<file path="src/rtl/serial_add_sub_ctrl.sv">
// serial_add_sub_ctrl
//   Bit-serial adder/subtractor. One 1-bit full-adder cell is stepped across
//   the operands LSB-first, one bit per clock. The result, carry-out and
//   signed-overflow flags are then published, and done pulses for one cycle.
//
// Ports
//   clk    : system clock, rising edge
//   rst_n  : asynchronous active-low reset
//   start  : operation request, sampled only while idle
//   op     : 0 = a + b, 1 = a - b (sampled with start)
//   a, b   : WIDTH-bit operands (sampled with start)
//   busy   : high while an operation is running or completing
//   done   : one-cycle pulse, result valid
//   sum    : WIDTH-bit result, held until the next completion
//   cout   : carry out of MSB (subtract: 1 = no borrow)
//   ovf    : signed overflow (carry into MSB xor carry out of MSB)
module serial_add_sub_ctrl #(
  parameter int unsigned WIDTH = 8
) (
  input  logic             clk,
  input  logic             rst_n,
  input  logic             start,
  input  logic             op,
  input  logic [WIDTH-1:0] a,
  input  logic [WIDTH-1:0] b,
  output logic             busy,
  output logic             done,
  output logic [WIDTH-1:0] sum,
  output logic             cout,
  output logic             ovf
);

  localparam int unsigned CNT_W = $clog2(WIDTH + 1);

  typedef enum logic [1:0] {
    IDLE,
    RUN,
    DONE
  } state_t;

  state_t           state;
  state_t           state_nxt;

  logic [WIDTH-1:0] a_reg;
  logic [WIDTH-1:0] b_reg;
  logic             carry;
  logic [CNT_W-1:0] cnt;

  logic             s_bit;
  logic             c_next;
  logic             last_bit;

  // Shared full-adder cell operating on the current LSBs.
  assign s_bit    = a_reg[0] ^ b_reg[0] ^ carry;
  assign c_next   = (a_reg[0] & b_reg[0]) | (a_reg[0] & carry) | (b_reg[0] & carry);
  assign last_bit = (cnt == CNT_W'(WIDTH - 1));

  always_ff @(posedge clk or negedge rst_n) begin
    if (!rst_n) begin
      state <= IDLE;
    end else begin
      state <= state_nxt;
    end
  end

  always_comb begin
    state_nxt = state;
    case (state)
      IDLE:    if (start)    state_nxt = RUN;
      RUN:     if (last_bit) state_nxt = DONE;
      DONE:    state_nxt = IDLE;
      default: state_nxt = IDLE;
    endcase
  end

  assign busy = (state != IDLE);
  assign done = (state == DONE);

  // a_reg doubles as the result shift register: each sum bit enters from the
  // MSB side into the position vacated by the right shift, so after WIDTH
  // steps a_reg holds the result LSB-aligned.
  always_ff @(posedge clk or negedge rst_n) begin
    if (!rst_n) begin
      a_reg <= '0;
      b_reg <= '0;
      carry <= 1'b0;
      cnt   <= '0;
      sum   <= '0;
      cout  <= 1'b0;
      ovf   <= 1'b0;
    end else begin
      case (state)
        IDLE: begin
          if (start) begin
            a_reg <= a;
            b_reg <= b ^ {WIDTH{op}};
            carry <= op;
            cnt   <= '0;
          end
        end
        RUN: begin
          a_reg <= {s_bit, a_reg[WIDTH-1:1]};
          b_reg <= b_reg >> 1;
          carry <= c_next;
          cnt   <= cnt + CNT_W'(1);
          if (last_bit) begin
            sum  <= {s_bit, a_reg[WIDTH-1:1]};
            cout <= c_next;
            // carry still holds the carry into the MSB on this step
            ovf  <= carry ^ c_next;
          end
        end
        default: ;
      endcase
    end
  end

endmodule
</file>
<file path="config.mk">
export PLATFORM = sky130hd
export DESIGN_NAME = serial_add_sub_ctrl
export DESIGN_NICKNAME = d
export VERILOG_FILES = /design/src/rtl/serial_add_sub_ctrl.sv
export SDC_FILE = /design/constraint.sdc
export NUM_CORES = 1
export LEC_CHECK = 0
export CAP_MARGIN = 30
export CORE_MARGIN = 5
export CORE_UTILIZATION = 52
export CTS_BUF_LIST = sky130_fd_sc_hd__clkbuf_8
export CTS_CLUSTER_DIAMETER = 100
export DETAILED_ROUTE_END_ITERATION = 6
export DONT_BUFFER_PORTS = 1
export PLACE_DENSITY_LB_ADDON = 0.05
export SYNTH_ARGS = -nofsm -noshare
export SYNTH_HDL_FRONTEND = slang
export SYNTH_SLANG_ARGS = --single-unit
</file>
<file path="constraint.sdc">
create_clock -name clk -period 1.6 [get_ports clk]
set_clock_uncertainty 0.2 [all_clocks]
set_input_delay 0.16 -clock clk [delete_from_list [all_inputs] [get_ports clk]]
set_output_delay 0.16 -clock clk [all_outputs]
set_load 0.05 [all_outputs]
</file>
* Yosys cells after proc, flatten, opt, wreduce, memory -nomap -nowiden
Index checks and enable logic that the tools add are counted.
** Storage, ports and cells
- Register bits :: 33
- Bits in latches :: 0
- RAM bits :: 0
- Bits in read-only memories :: 0
- Output and inout bits :: 12
- Word-level logic and storage cells :: 40
- Memories :: 0
** Cells by class
- Add/sub/neg operators :: 1
- Multipliers :: 0
- Divide/modulo/power cells :: 0
- Order comparisons :: 0
- Equal/unequal tests :: 5
- Shift operators :: 0
- Mux-type cells :: 11
- Bitwise operators :: 9
- Reductions and logical operators :: 6
** Operators with widths (number)
- 8-bit case mux with 2 select lines :: 2
- 8-bit 2-to-1 mux :: 2
- 4-bit case mux with 2 select lines :: 1
- 8-bit bitwise XOR :: 1
- 2-bit AND reduction :: 3
- 4-bit by 1-bit adder with 4-bit output (second input constant) :: 1
- 4-bit by 3-bit == test with 1-bit output (second input constant) :: 1
- 2-bit 2-to-1 mux :: 2
- 4-bit 2-to-1 mux :: 1
- 2-bit inequality test (second input constant) :: 2
- 2-bit case mux with 2 select lines :: 1
- 2-bit nonzero test :: 2
- 1-bit bitwise AND :: 3
- 1-bit bitwise XOR :: 3
- 2-bit by 1-bit == test with 1-bit output (second input constant) :: 1
- 2-bit == test (second input constant) :: 1
- 2-bit logical NOT :: 1
- 1-bit OR :: 2
- 1-bit case mux with 2 select lines :: 1
- 1-bit 2-to-1 mux :: 1

* Logic depth before layout (Yosys ltp)
- Depth after elaboration :: 4
- Depth in mapped cells :: 5
- Gate-level depth less buffers :: 4

* Least setup slack after synthesis
OpenSTA, ideal clock, no wires.
- Path type :: reg-to-output
- Start :: reg state[1]
- End :: out done
- Arrival time :: 1510 ps
- Data required time :: 1240 ps
- Path slack :: -270 ps
- Stages on the path, launching flop included :: 4
- Path buffers :: 2
- Cells stage by stage :: dfrtp_1 buf_2 buf_2 nor2b_1
** On the way
- Cells in the longest elaborated chain, start to end :: 1
** RTL lines
- start: declaration :: RTL line 41 : state_t state;
- start signal: assignment :: RTL line 62 : state <= state_nxt;
- 2-bit == test :: RTL line 77 : assign done = (state == DONE);
- end: declaration :: RTL line 27 : output logic done,
Every way passes these cells.

* Worst setup path after layout
- Start :: reg cnt[1]
- End :: reg sum[6]
** On the way
- Cells in the longest elaborated chain, start to end :: 2
** RTL lines
- start: declaration :: RTL line 47 : logic [CNT_W-1:0] cnt;
- start signal: assignment :: RTL line 105 : cnt <= cnt + CNT_W'(1);
- 4-bit by 3-bit == test with 1-bit output :: RTL line 56 : assign last_bit = (cnt == CNT_W'(WIDTH - 1));
- 2-bit AND reduction (no line)
- end signal: assignment :: RTL line 107 : sum <= {s_bit, a_reg[WIDTH-1:1]};
- end: declaration :: RTL line 28 : output logic [WIDTH-1:0] sum,
Every way passes these cells.
A chain may end at the register's enable or synchronous reset.

==> impl_metrics.tcl <==
set metrics [dict create \
    status "complete, but fails checks" \
    violations "negative setup slack" \
    finalMaxSlewViolations 0 \
    cts_buffer_depth 2 \
    final.fill_count 218 \
    route.detailed.drc 0 \
    powerDensity_nw_per_um2 1989 \
    multi_input_area_um2 809.5 \
    swShare_pct 40.65 \
    crit_path_max_fanout 6 \
    dp_hpwl_um 2438 \
    drt-wirelength-per-cell_um 16.34 \
    vdd_drop_max_mv 1.179 \
    n_antenna_cell 0 \
    worstPathRequired_ns 1.56 \
    place_area_um2 1827 \
    routed_wl_um 3824 \
    cp-end-kind "flop" \
    fin_setup_tns_ns -0.06080 \
    crit_arrival_ns 1.57 \
    fin_cells 234 \
    via_per_inst 5.624 \
    cts_sinks 33 \
    antenna_found_initial 0 \
    h-tree-depth 2 \
    slew_headroom_pct 65.41 \
    grt_setup_unrepaired "yes" \
    fp-row-count 20 \
    dr.pass1.iters 4 \
    holdCritPathClass "input port to flop" \
    finish.instance_area_um2 2276 \
    avgSynthCellArea_um2 10.94 \
    yosys_warnings 0 \
    post-place-cells 199 \
    whs_endpoint "b_reg[6]$_DFFE_PN0P_" \
    drive_above_1_share_pct 31.84 \
    total_power_mw 4.528 \
    p_clk_share_pct 13.5 \
    pre_cts_slack_ns -0.03792 \
    power_leakage_nw 1.089 \
    synth_seq_cells 33 \
    first_iter_violations 94 \
    synth_nets 169 \
    vias 1316 \
    setup_viol 10 \
    timing.final.ws_setup_ns -0.01365 \
    internal-power_mw 2.687 \
    numCtsBuffers 5 \
    globalRouteTotalUtil_pct 20.02 \
    period_share_pct 100.9 \
    hold_violations 0 \
    postSynthCellCount 147 \
    cts_root_buf "clkbuf_8" \
    nNetsFinal 223 \
    synth_most_common_cell "dfrtp_1" \
    syn2layout_area_growth_pct 41.56 \
    synth_common_cells "33 x dfrtp_1, 20 x a22oi_1, 12 x a21oi_1, 12 x nor2b_1, 11 x o21ai_0" \
    synthFlopType "dfrtp_1" \
    synth_area_um2 1608 \
    die_x_um 65.61 \
    grt_max_degree 34 \
    grt_pass1_wl_um 6417 \
    min_from "start" \
    power_switching_mw 1.840 \
    ant_nets 0 \
    overflow 0 \
    initial_utilization_pct 53.54 \
    cts_tree "done" \
    pwr-share-comb_pct 52.7 \
    sequentialPowerShare_pct 33.7 \
    synth.distinct_cells 27 \
    max_freq_mhz 619.7 \
    netlist.area_leader.share_pct 51.36 \
    period_minus_slack_ns 1.614 \
    insertion_delay_ns 0.28 \
    path_class "flop to flop" \
    seq_area_um2 825.8 \
    r2r-start "cnt[1]$_DFFE_PN0P_" \
    portBuffers 0 \
    ios 32 \
    cts.clk_slew.worst_paths_ns 0.07 \
    crit_path_start_kind "flop" \
    reg2reg_slack_ns -0.01 \
    worstReg2RegEnd "sum[6]$_DFFE_PN0P_" \
    synth-edff-count 0 \
    die-height_um 65.61 \
    yosysSeqAreaShare_pct 51.36 \
    yosys-top-cells-area "dfrtp_1 51%, a22oi_1 9.3%, mux2_1 6.3%" \
    drv_cap 0 \
    synth_top_area_cell "dfrtp_1" \
    tightest_slew_ns 0.5189 \
    dieArea_um2 4304 \
    r2r.worst_path.cells 5 \
    gp_congestion 0.7606 \
    synthArstFlopShare_pct 100.0 \
    grt_pass1_vias 1310 \
    coreArea_um2 3003 \
    hold-path-cell-count 3 \
]
==> cells by family (layout without fill, tap and decap cells) <==
family / count (synthesis) / after routing / synth area share, %
buffers and inverters: 11 / 65 / 3.346
and+or+nand+nor: 33 / 33 / 11.44
muxes: 11 / 11 / 7.704
DFF: 33 / 33 / 51.36
adders and majority gates: 2 / 2 / 2.023
AOI/OAI and AO/OA: 48 / 48 / 19.22
xor gates and xnor gates: 9 / 9 / 4.903
==> placed cells by master (no fill, tap or decap) <==
cell and n:
a21oi_1 12, a222oi_1 1, a22o_1 2, a22oi_1 20
and2b_1 1, buf_12 1, buf_2 1, buf_4 31
buf_6 5, clkbuf_8 6, dfrtp_1 33, dlygate4sd3_1 17
dlymetal6s4s_1 2, fa_2 1, ha_4 1, inv_1 2
mux2_2 1, mux2_4 10, nand2_1 9, nand2_4 1
nand2b_1 1, nand3_1 2, nor2_1 3, nor2b_1 9
nor2b_2 2, nor2b_4 1, nor3_4 1, nor3b_1 1
nor3b_2 1, o21ai_0 11, o21bai_1 1, o311ai_0 1
or2_4 1, xor2_1 9
==> metrics by stage <==
stage / hold slack, ns / util (%)
floorplan: -0.3356 / -
global placement: -0.3347 / 60.83
detailed placement: -0.3346 / 60.83
CTS: 0.01838 / 70.88
global route: 0.05003 / 75.79
finish: 0.02327 / 75.79
==> repair_timing <==
item / 4_1_cts / 5_1_grt
gates resized for setup: 2 / 23
hold buffers: 20 / 0
pin swaps: 0 / 3
buffers inserted: 0 / 7
setup endpoints to repair: 15 / 15
cloned: 0 / 1
hold endpoints to repair: 50 / 0
==> area by class of cell <==
class                   count  share of cell area, %
clock buffers               6                  3.628
clock inverters             1                 0.1649
inverters                   1                 0.1649
multi-input cells         103                  35.57
flip-flops and latches     33                  36.28
well taps                  33                  1.814
repair buffers             57                  22.37
==> layer usage <==
| metal | GRT usage (%) | vias to the layer above | wire length (um) |
|---|---|---|---|
| li1 | - | 635 | - |
| met1 | 25.88 | 648 | 1767 |
| met2 | 31.73 | 28 | 1842 |
| met3 | 5.128 | 5 | 156 |
| met4 | 8.549 | 0 | 57 |
| met5 | 0 | - | 0 |
==> worst max path at each step <==
stage                               from                    to  slack [ns]  cells after the start
floorplan           state[1]$_DFFE_PN0P_      cout$_DFFE_PN0P_       0.003                      4
global placement    state[1]$_DFFE_PN0P_  a_reg[0]$_DFFE_PN0P_      -0.008                      5
detailed placement  state[1]$_DFFE_PN0P_  a_reg[7]$_DFFE_PN0P_       -0.04                      5
CTS                 state[1]$_DFFE_PN0P_                  busy       -0.06                      3
global route          cnt[1]$_DFFE_PN0P_    sum[6]$_DFFE_PN0P_       -0.06                      5
finish                cnt[1]$_DFFE_PN0P_    sum[6]$_DFFE_PN0P_       -0.01                      5
==> critical path: stages (launching register included) <==
cell     delay [ns]
dfrtp_1        0.40
ha_4           0.17
nand2_4        0.05
nor3_4         0.20
buf_6          0.17
mux2_4         0.30
==> power groups by stage <==
stage / Combinational [mW] / Sequential (mW) / Clock (mW)
2_1_floorplan: 1.00 / 1.83 / 0
3_3_place_gp: 1.98 / 1.48 / 0
3_5_place_dp: 2.03 / 1.50 / 0
4_1_cts: 2.12 / 1.49 / 0.632
5_1_grt: 2.58 / 1.58 / 0.691
6_report: 2.39 / 1.53 / 0.613
No activity file was read; power rests on OpenSTA's default activity.
